<file path="config.mk">
export PLATFORM = sky130hd
export DESIGN_NAME = mux_rr_arbiter
export DESIGN_NICKNAME = d
export VERILOG_FILES = /design/src/rtl/mux_rr_arbiter_pkg.sv /design/src/rtl/mux_rr_arbiter_rr_pick.sv /design/src/rtl/mux_rr_arbiter.sv
export SDC_FILE = /design/constraint.sdc
export NUM_CORES = 1
export LEC_CHECK = 0
export CORE_MARGIN = 2
export CORE_UTILIZATION = 44
export CTS_BUF_LIST = sky130_fd_sc_hd__clkbuf_8
export DETAILED_ROUTE_END_ITERATION = 10
export PLACE_DENSITY = 0.9
export REMOVE_ABC_BUFFERS = 1
export SETUP_SLACK_MARGIN = 0.02
export SYNTH_ARGS = -nofsm -noshare
export SYNTH_HDL_FRONTEND = slang
export SYNTH_HIERARCHICAL = 1
export SYNTH_SLANG_ARGS = --single-unit
</file>
<file path="constraint.sdc">
create_clock -name clk -period 4.7 [get_ports clk]
set_input_delay 0.47 -clock clk [delete_from_list [all_inputs] [get_ports clk]]
set_output_delay 0.47 -clock clk [all_outputs]
set_load 0.005 [all_outputs]
</file>
<file path="src/rtl/mux_rr_arbiter_pkg.sv">
`default_nettype none
// ============================================================================
//  Package  : mux_rr_arbiter_pkg
//  Purpose  : Shared definitions for the round-robin mux arbiter: select
//             width, requester count, reset pointer, select encodings and
//             a select-to-one-hot helper.
//  Revision : 1.0 - initial release
// ============================================================================
package mux_rr_arbiter_pkg;

  // Select width and requester count of the shared 4:1 datapath
  localparam int SEL_W   = 2;
  localparam int REQ_CNT = 4;

  // Round-robin pointer value after reset: requester 0 has priority first
  localparam logic [SEL_W-1:0] PTR_RST = 2'd0;

  // Select encodings of the four mux inputs
  localparam logic [SEL_W-1:0] SEL_IN0 = 2'd0;
  localparam logic [SEL_W-1:0] SEL_IN1 = 2'd1;
  localparam logic [SEL_W-1:0] SEL_IN2 = 2'd2;
  localparam logic [SEL_W-1:0] SEL_IN3 = 2'd3;

  // Convert a select index into a one-hot requester vector
  function automatic logic [REQ_CNT-1:0] sel2onehot(input logic [SEL_W-1:0] sel);
    return REQ_CNT'(1) << sel;
  endfunction

endpackage : mux_rr_arbiter_pkg
`default_nettype wire

</file>
<file path="src/rtl/mux_rr_arbiter_rr_pick.sv">
`default_nettype none
// ============================================================================
//  Module   : mux_rr_arbiter_rr_pick
//  Purpose  : Combinational round-robin picker. Returns the first set
//             request bit searching upward from ptr_i, wrapping 3 -> 0.
//  Revision : 1.0 - initial release
// ============================================================================
module mux_rr_arbiter_rr_pick
  import mux_rr_arbiter_pkg::*;
(
  input  logic [REQ_CNT-1:0] req_i,
  input  logic [SEL_W-1:0]   ptr_i,
  output logic [SEL_W-1:0]   winner_o,
  output logic               any_o
);

  logic [SEL_W-1:0] w_idx;

  // Scan from the farthest offset down to ptr_i so the nearest request wins
  always_comb begin
    winner_o = ptr_i;
    w_idx    = ptr_i;
    for (int k = REQ_CNT - 1; k >= 0; k--) begin
      w_idx = ptr_i + SEL_W'(k);
      if (req_i[w_idx]) begin
        winner_o = w_idx;
      end
    end
  end

  assign any_o = |req_i;

endmodule : mux_rr_arbiter_rr_pick
`default_nettype wire

</file>
<file path="src/rtl/mux_rr_arbiter.sv">
`default_nettype none
// ============================================================================
//  Module   : mux_rr_arbiter
//  Purpose  : Round-robin arbiter sharing a 4:1 W-bit mux between four
//             requesters. The chosen word is captured into an output
//             register presented with valid/ready; the winner receives a
//             one-cycle combinational grant in the capture cycle.
//  Options  : MUX_ARB_LOCK_EN - adds the per-requester burst 'lock' input.
//  Revision : 1.0 - initial release
// ============================================================================
module mux_rr_arbiter
  import mux_rr_arbiter_pkg::*;
#(
  parameter int W     = 4,
  parameter int N_REQ = 4
) (
  input  logic                 clk,
  input  logic                 rst_n,
  input  logic [REQ_CNT-1:0]   req,
  input  logic [W-1:0]         in0,
  input  logic [W-1:0]         in1,
  input  logic [W-1:0]         in2,
  input  logic [W-1:0]         in3,
`ifdef MUX_ARB_LOCK_EN
  input  logic [REQ_CNT-1:0]   lock,
`endif
  output logic [REQ_CNT-1:0]   gnt,
  output logic [SEL_W-1:0]     out_sel,
  output logic [W-1:0]         out_data,
  output logic                 out_valid,
  input  logic                 out_ready
);

  // The select path is 2 bits wide; only four requesters are supported
  generate
    if (N_REQ != REQ_CNT) begin : g_bad_n_req
      $error("mux_rr_arbiter: N_REQ must be 4");
    end
  endgenerate

  logic [W-1:0]     out_data_q, out_data_d;
  logic [SEL_W-1:0] out_sel_q, out_sel_d;
  logic             out_valid_q, out_valid_d;
  logic [SEL_W-1:0] rr_ptr_q, rr_ptr_d;

  logic [SEL_W-1:0] w_rr_winner;
  logic [SEL_W-1:0] w_winner;
  logic             w_any;
  logic             w_slot_free;
  logic             w_capture;
  logic             w_lock_hit;
  logic [W-1:0]     w_mux_data;

  mux_rr_arbiter_rr_pick u_rr_pick (
    .req_i    (req),
    .ptr_i    (rr_ptr_q),
    .winner_o (w_rr_winner),
    .any_o    (w_any)
  );

`ifdef MUX_ARB_LOCK_EN
  // Remembers whether any capture has happened since reset, so that the
  // reset value of out_sel is never mistaken for a locked last winner
  logic last_vld_q;

  // Track existence of a previous winner
  always_ff @(posedge clk or negedge rst_n) begin
    if (!rst_n) begin
      last_vld_q <= 1'b0;
    end else if (w_capture) begin
      last_vld_q <= 1'b1;
    end
  end

  // out_sel_q always holds the most recent winner
  assign w_lock_hit = last_vld_q && lock[out_sel_q] && req[out_sel_q];
`else
  assign w_lock_hit = 1'b0;
`endif

  assign w_winner    = w_lock_hit ? out_sel_q : w_rr_winner;
  assign w_slot_free = !out_valid_q || out_ready;
  // No grant may leave the block while reset is asserted
  assign w_capture   = rst_n && w_slot_free && w_any;
  assign gnt         = w_capture ? sel2onehot(w_winner) : '0;

  // Shared 4:1 datapath mux, selected by the next value of out_sel
  always_comb begin
    w_mux_data = in0;
    case (w_winner)
      SEL_IN0: w_mux_data = in0;
      SEL_IN1: w_mux_data = in1;
      SEL_IN2: w_mux_data = in2;
      SEL_IN3: w_mux_data = in3;
    endcase
  end

  // Next-state: capture, drain on accept, or hold on stall
  always_comb begin
    out_data_d  = out_data_q;
    out_sel_d   = out_sel_q;
    out_valid_d = out_valid_q;
    rr_ptr_d    = rr_ptr_q;
    if (w_capture) begin
      out_data_d  = w_mux_data;
      out_sel_d   = w_winner;
      out_valid_d = 1'b1;
      if (!w_lock_hit) begin
        rr_ptr_d = w_winner + 2'd1;
      end
    end else if (w_slot_free) begin
      out_valid_d = 1'b0;
    end
  end

  // Output register and round-robin pointer
  always_ff @(posedge clk or negedge rst_n) begin
    if (!rst_n) begin
      out_data_q  <= '0;
      out_sel_q   <= SEL_IN0;
      out_valid_q <= 1'b0;
      rr_ptr_q    <= PTR_RST;
    end else begin
      out_data_q  <= out_data_d;
      out_sel_q   <= out_sel_d;
      out_valid_q <= out_valid_d;
      rr_ptr_q    <= rr_ptr_d;
    end
  end

  assign out_data  = out_data_q;
  assign out_sel   = out_sel_q;
  assign out_valid = out_valid_q;

endmodule : mux_rr_arbiter
`default_nettype wire
</file>
==> results.py <==
metrics = {
    "timing": {
        "finalSetupViolCount": 0,
        "fin_worst_skew_ns": 0.0007190,
        "grt_setup_unrepaired": "no",
        "timing.final.ws_setup_ns": 1.473,
        "fin_crit_sh": 0.6866,
        "fmax_mhz": 309.9,
        "drv_slew": 0,
        "holdWs_ns": 0.5095,
        "setup_tns_ns": 0,
        "slew_headroom": 0.7189,
        "hold_viol": 0,
        "period_needed_ns": 3.227,
        "worstMarginPinSlew_ns": 0.4204,
    },
    "final_layout": {
        "fin_area_um2": 1054,
        "n_fill_cell": 107,
        "finalNonFillerCells": 113,
        "drive_gt1_frac": 0.1856,
        "layout_commonest_cell": "clkdlybuf4s50_1",
        "area_growth_syn_to_layout_pct": 56.80,
        "final_cell_mix": "clkdlybuf4s50_1 (33), dfrtp_1 (9), inv_1 (7)",
        "diodes": 0,
        "nets": 126,
        "final_util": 0.7160,
    },
    "cts": {
        "cts_made_buffers": 3,
        "cts_tree": "yes",
        "clockBufferDepth": 2,
        "cts_root_buf": "clkbuf_8",
        "cts.sinks": 9,
        "cts_hold_buffers": 0,
        "clock_latency_ns": 0.23,
        "clk_pin_slew_ns": 0.05,
        "post_cts_buffers": 0,
        "h-tree-depth": 1,
        "cts_resized": 0,
    },
    "die": {
        "die-width_um": 43.08,
        "die_h_um": 43.08,
        "start_util": 0.4566,
        "io_pins": 34,
        "rows": 14,
        "die-area_um2": 1855,
        "core_um2": 1471,
    },
    "routing": {
        "vias": 637,
        "drc": 0,
        "drt_wl_total_um": 1675,
        "first_pass_iters": 4,
        "route.antenna.remaining_nets": 0,
        "routed_via_density": 5.637,
        "wl_per_cell_um": 14.82,
        "drt_iter0_drc": 17,
    },
    "synth": {
        "yosys_warnings": 6,
        "seq_area_frac_synth": 0.3352,
        "synth_flop_cell": "dfrtp_1",
        "synth-edff-count": 0,
        "yosysUniqueCellTypes": 25,
        "synthXorXnorAreaFrac": 0,
        "synthAdderAreaFrac": 0.09311,
        "synth_cells": 62,
        "synth_top_family_by_area": "multiplexers",
        "syn_avg_cell_area_um2": 10.84,
        "async_flop_share": 1.000,
        "synth.area.mux_share": 0.2160,
        "synth-seq-cells": 9,
        "netlist_area_um2": 671.9,
        "synth-simple-area-share": 0.1825,
        "synth_compound_area_frac": 0.1117,
    },
    "pwr": {
        "power.leakage_nw": 0.4810,
        "irDropWorstVdd_v": 0.0003156,
        "pwr-share-comb": 0.550,
        "p_sw_frac": 0.3240,
        "p_total_mw": 0.5030,
        "p_seq_frac": 0.272,
        "p_sw_mw": 0.1630,
        "powerDensity_nw_per_um2": 477.5,
        "p_int_mw": 0.3400,
        "power.share.clock": 0.179,
    },
    "placement": {
        "dpl_cell_area_um2": 1007,
        "port_buffers": 33,
        "pre_cts_slack_ns": 1.493,
        "gp_congestion": 0.8932,
        "dp_hpwl_um": 1311,
        "dp.cells": 109,
    },
    "grt": {
        "grt_use_met3": 0.08511,
        "grt_max_degree": 13,
        "grtUsageMet2": 0.3364,
        "track_usage": 0.1943,
        "met1_usage": 0.2097,
        "antenna_found_initial": 0,
        "grt_pass1_vias": 644,
        "grt.busiest_layer": "met2",
        "grt_overflow_total": 0,
        "grt_pass1_wl_um": 2663,
    },
    "worst_setup_path": {
        "start_kind": "primary input",
        "cp.arrival_ns": 2.76,
        "path_class": "primary input to output pin",
        "worst-path-max-fanout": 6,
        "required_ns": 4.23,
        "worst_setup_path_end_kind": "output pin",
    },
    "min_path": {
        "min_path_type": "register to register",
    },
    "job": {
        "drv_cap": 0,
    },
    "status": {
        "status": "complete, no violations",
    },
}
power groups by stage:
| stage | sequential, mW | clock (mW) | combinational [mW] |
|---|---|---|---|
| final | 0.137 | 0.0899 | 0.277 |
| after global routing | 0.142 | 0.0961 | 0.299 |
| after CTS | 0.137 | 0.0935 | 0.277 |
| after detailed placement | 0.138 | 0 | 0.272 |
| after global placement | 0.135 | 0 | 0.266 |
| after floorplan | 0.136 | 0 | 0.155 |
registers in the layout (all words and copies together) (netlist names):
register,flops
rr_ptr_q,2
out_sel,2
out_valid,1
out_data,4
final cells by class:
class | count | area, um2 | area share
clock inverters | 1 | 5.005 | 0.004751
flip-flops and latches | 9 | 225.2 | 0.2138
multi-input cells | 44 | 405.4 | 0.3848
repair buffers | 33 | 330.3 | 0.3135
inverters | 7 | 26.28 | 0.02494
well taps | 16 | 20.02 | 0.01900
clock buffers | 3 | 41.29 | 0.03919
critical path, cell delays in order:
cell and delay, ns:
clkdlybuf4s50_1 0.56, and3b_1 0.20, or4_1 0.46, nand2_1 0.14, inv_1 0.10, ha_1 0.24, and2_1 0.16, clkdlybuf4s50_1 0.44
cells by family (layout without fill, tap and decap cells):
group	count (synthesis)	in the layout
muxes	12	12
buffers and inverters	9	44
adders and majority gates	5	5
AOI/OAI and AO/OA	9	9
DFF	9	9
and+or+nand+nor	18	18
synth_stat cells (2+ instances only):
library cell	n	area [um2]
mux2_4	4	60.06
nand2_1	3	11.26
dfrtp_1	9	225.2
and2_1	3	18.77
mux2_2	4	45.04
mux2i_1	4	40.04
o21ai_0	2	10.01
ha_1	5	62.56
inv_1	7	26.28
and2b_2	2	17.52
a222oi_1	4	40.04
nor2_1	2	7.510
routing by layer:
metal  wire length (um)  part of all wire  vias to the layer above
met5                  0                 0                        -
met1                627              0.37                      307
li1                   -                 -                      293
met4                 19             0.011                        0
met3                214              0.13                        4
met2                814              0.49                       33
final timing paths:
path / from / end / slack (ns) / cells after the start
min in group asynchronous: rst_n / rr_ptr_q[1] / 0.54 / 1
max in group asynchronous: rst_n / out_data[0] / 3.87 / 1
worst max-delay path: req[3] / gnt[1] / 1.47 / 8
worst min register to register: out_data[3] / out_data[3] / 0.51 / 1
worst min-delay path: out_data[3] / out_data[3] / 0.51 / 1
worst max register to register: rr_ptr_q[0] / out_data[3] / 2.34 / 8
Note: power is estimated with default switching activity, not from simulation.
==> RTL edit 1, RTL diff (config.mk and constraints unchanged) <==
Take the reset off `out_data_q` and load it in a clocked block of its own.
--- a/src/rtl/mux_rr_arbiter.sv
+++ b/src/rtl/mux_rr_arbiter.sv
@@ -116,16 +116,18 @@
   // Output register and round-robin pointer
   always_ff @(posedge clk or negedge rst_n) begin
     if (!rst_n) begin
-      out_data_q  <= '0;
       out_sel_q   <= SEL_IN0;
       out_valid_q <= 1'b0;
       rr_ptr_q    <= PTR_RST;
     end else begin
-      out_data_q  <= out_data_d;
       out_sel_q   <= out_sel_d;
       out_valid_q <= out_valid_d;
       rr_ptr_q    <= rr_ptr_d;
     end
+  end
+
+  always_ff @(posedge clk) begin
+    out_data_q <= out_data_d;
   end
 
   assign out_data  = out_data_q;
Function: differs if rst_n is asserted again (counterexample within 4 cycles, from zero or initial values and one cycle with rst_n low); with rst_n held inactive, the same outputs for 10 cycles.
==> RTL edit 1 against the unedited design <==
- sequential share of layout area rose by 2.8 points
- worst setup slack got worse by 0.075 ns
- routed wire length fell by 1.7%
- total power fell by 10%
- sequential cell count did not move
- highest routed layer unchanged
- area after synthesis fell by 7.4%
- global-route usage rose by 1.1 points
- design area fell by 3.9%
- die area fell by 6.8%
==> RTL edit 1: results (changes against the unedited design) <==
| Metric | Value |
|---|---|
| Status | completed |
| 1st-pass router iterations | 4 (unchanged) |
| Leak | 0.000445 uW (-7.4%) |
| Prevailing post-synth register cell | dfrtp_1 |
| EDFF count, synth | 4 (+4) |
| Synth Area in Compound Gates | 15.5% (+4.3 points) |
| CP Max Fanout | 6 (unchanged) |
| Critical Path AT | 2.83 ns (+0.07 ns) |
| Total GRT Usage | 20.5% (+1.1 points) |
| Synth top area cells | dfrtp_1, edfxtp_1, ha_1 |
| Via count | 578 (-9.3%) |
| Vias per cell | 5.30 (-5.9%) |
| Cell variety after synth | 21 (-16%) |
| Initial antenna violation count | 0 (unchanged) |
| Sequential area share after synthesis | 39.4% (+5.9 points) |
| Xor/xnor share of the synthesized area | 0% (unchanged) |
| Post-synthesis mux area share | 13.7% (-7.9 points) |
| Switch share | 32.2% (-0.19 points) |
| First-pass GRT wire length | 2660 um (-0.26%) |
| RePlAce Congestion | 0.708 (-21%) |
| Placed Instances | 105 (-3.7%) |
| Post-synthesis adder-cell area fraction | 10.1% (+0.75 points) |
| NumNets Final | 123 (-2.4%) |
| Syn Inst Count | 58 (-6.5%) |
| Iteration-0 DRC Markers | 21 (+4) |
| Share of layout cells above drive strength 1 | 16.0% (-2.6 points) |
| Synth async-reset ratio | 55.6% (-44 points) |
| Fillers | 95 (-11%) |
| Skew final | 0.00525 ns (+0.00453 ns) |
| DP Wirelength | 1200 um (-8.6%) |
| Origin of the critical flop-to-flop path | rr_ptr_q[0] |
| Max IR drop VDD | 0.319 mV (+1.0%) |
| Hold WC Path Type | input pin to asynchronous set/reset pin |
| Slew HR | 75.7% (+3.8 points) |
| Routed wire length | 1650 um (-1.7%) |
| Commonest cells post-synth | inv_1, dfrtp_1, ha_1 |
| Warnings from Yosys | 6 (unchanged) |
-- RTL edit 1: per-layer routing --
| metal | GRT usage, % | part of all wire [%] | wire (um) | vias up |
|---|---|---|---|---|
| met5 | 0 | 0 | 0 | - |
| met4 | 7.74 | 1.2 | 20 | 0 |
| met3 | 6.09 | 7.6 | 125 | 4 |
| met2 | 37.5 | 52 | 851 | 30 |
| met1 | 21.9 | 39 | 649 | 264 |
| li1 | - | - | - | 280 |
-- RTL edit 1: layout make-up --
cell class                      count  area (um2)  area share [%]
Sequential cell                     9         245            24.2
Clock buffer                        3        41.3            4.08
Inverter                            9        33.8            3.34
Multi-Input combinational cell     39         339            33.5
Tap cell                           15        18.8            1.85
Clock inverter                      1        3.75           0.371
Timing Repair Buffer               33         330            32.6
-- RTL edit 1: final timing paths --
path                               endpoint  slack [ns]  depth (start not counted)
worst max-delay path                 gnt[1]        1.40                          8
worst min register to register   out_sel[0]        0.52                          1
min in group clk                 out_sel[0]        0.52                          1
worst min-delay path            rr_ptr_q[1]        0.46                          1
worst max register to register  out_data[2]        2.41                          7
max in group asynchronous        out_sel[1]        4.03                          1
-- RTL edit 1: through the flow --
| step | hold WS (ns) | worst slack (ns) | area [um2] |
|---|---|---|---|
| final | 0.465 | 1.40 | 1010 |
| after global routing | 0.484 | 1.32 | 1010 |
| after CTS | 0.468 | 1.40 | 1010 |
| after detailed placement | 0.506 | 1.47 | 967 |
| after global placement | 0.499 | 1.52 | 967 |
| after floorplan | 0.174 | 2.53 | 618 |
-- RTL edit 1: worst max-delay path, delay by kind of cell --
| family | cells | cell delay (ns) |
|---|---|---|
| simple gates | 4 | 1.02 |
| fa+ha+maj | 1 | 0.24 |
| buf+inv | 3 | 1.08 |
-- RTL edit 1: logic make-up (layout without fill, tap and decap cells) --
kind of cell    count (synthesis)  in the layout
fa+ha+maj                       5              5
compound gates                 11             11
flops                           9              9
mux                             8              8
buf+inv                        10             46
simple gates                   15             15
-- RTL edit 1: power groups by stage --
stage | Combinational, uW | Clock (uW) | Sequential [uW]
floorplan | 126 | 0 | 135
global placement | 214 | 0 | 135
detailed placement | 221 | 0 | 137
CTS | 228 | 91.3 | 137
global route | 245 | 95.0 | 140
finish | 226 | 89.6 | 137
==> RTL edit 2, RTL diff (same settings) <==
Made on the original files. Change the parameter `W` from 4 to 6. Comments in the files are not updated.
--- a/src/rtl/mux_rr_arbiter.sv
+++ b/src/rtl/mux_rr_arbiter.sv
@@ -11,7 +11,7 @@
 module mux_rr_arbiter
   import mux_rr_arbiter_pkg::*;
 #(
-  parameter int W     = 4,
+  parameter int W     = 6,
   parameter int N_REQ = 4
 ) (
   input  logic                 clk,
Interface: changed (5 resized); port bits go from 34 to 44. No check against the original RTL was run, so the function may have changed too.
==> RTL edit 2 against the unedited design <==
- total power is 18% higher
- first-iteration DRC count rose by 65%
- area after synthesis up 16%
- highest routed layer unchanged
- design area rose by 19%
- sequential cell count rose by 2
- sequential share of layout area grew 0.51 points
- routed wire length increased by 26%
- worst setup slack lost 0.045 ns
- count of clock-buffer cells in the layout unchanged
==> RTL edit 2: results (changes against the unedited design) <==
| Metric | Value |
|---|---|
| Synth top area cells | dfrtp_1, mux2_2, ha_1 |
| Status | completed |
| Largest register FFs | 6 (+2) |
| PortBufs | 43 (+30%) |
| Commonest cells post-synth | dfrtp_1, inv_1, mux2_2 |
| Vias per cell | 5.55 (-1.5%) |
| Synth Area in Compound Gates | 12.2% (+1.1 points) |
| Share of layout cells above drive strength 1 | 16.2% (-2.3 points) |
| R2R Path End | out_data[2] |
| Slew HR | 65.1% (-6.8 points) |
| Max incr delay on CP | 0.56 ns (about the same) |
| Post-synthesis mux area share | 22.7% (+1.1 points) |
| Seq group | 164 uW (+20%) |
| Drt wl/cell | 15.7 um (+6.0%) |
| First-pass GRT wire length | 3080 um (+16%) |
| Hold path startpoint | out_data[0] |
| Fillers | 131 (+22%) |
| RePlAce Congestion | 0.920 (+3.0%) |
| Combinational share of power | 56.7% (+1.7 points) |
| H-tree levels | 1 (unchanged) |
| CTS Buffer Depth | 2 (unchanged) |
| CP Max Fanout | 7 (+1) |
| CP Capture Point | gnt[3] |
| DP Wirelength | 1660 um (+26%) |
| Max IR drop VDD | 0.352 mV (+12%) |
| Hold Path End | out_data[0] |
| Skew final | 0.00357 ns (+0.00285 ns) |
-- RTL edit 2: stage by stage --
stage	cells	setup slack (ns)	area, um2	power, uW	util [%]
2_1_floorplan	70	2.44	761	345	-
3_3_place_gp	130	1.53	1210	484	71.8
3_5_place_dp	130	1.45	1210	501	71.8
4_1_cts	134	1.45	1260	597	74.4
5_1_grt	134	1.33	1260	633	74.4
6_report	134	1.43	1260	591	74.4
-- RTL edit 2: per-layer routing --
metal  wire, um  track usage [%]  vias to the layer above
li1           -                -                      354
met1        867             23.3                      348
met2        950             35.3                       40
met3        282             5.95                        2
met4          5             8.00                        0
met5          0                0                        -
-- RTL edit 2: layout make-up --
class	count	area (um2)	share of cell area (%)
Clock buffer	3	41.3	3.28
Inverter	9	33.8	2.69
Multi-Input combinational cell	50	452	35.9
Timing Repair Buffer	43	430	34.2
Clock inverter	1	3.75	0.299
Sequential cell	11	275	21.9
Tap cell	17	21.3	1.69
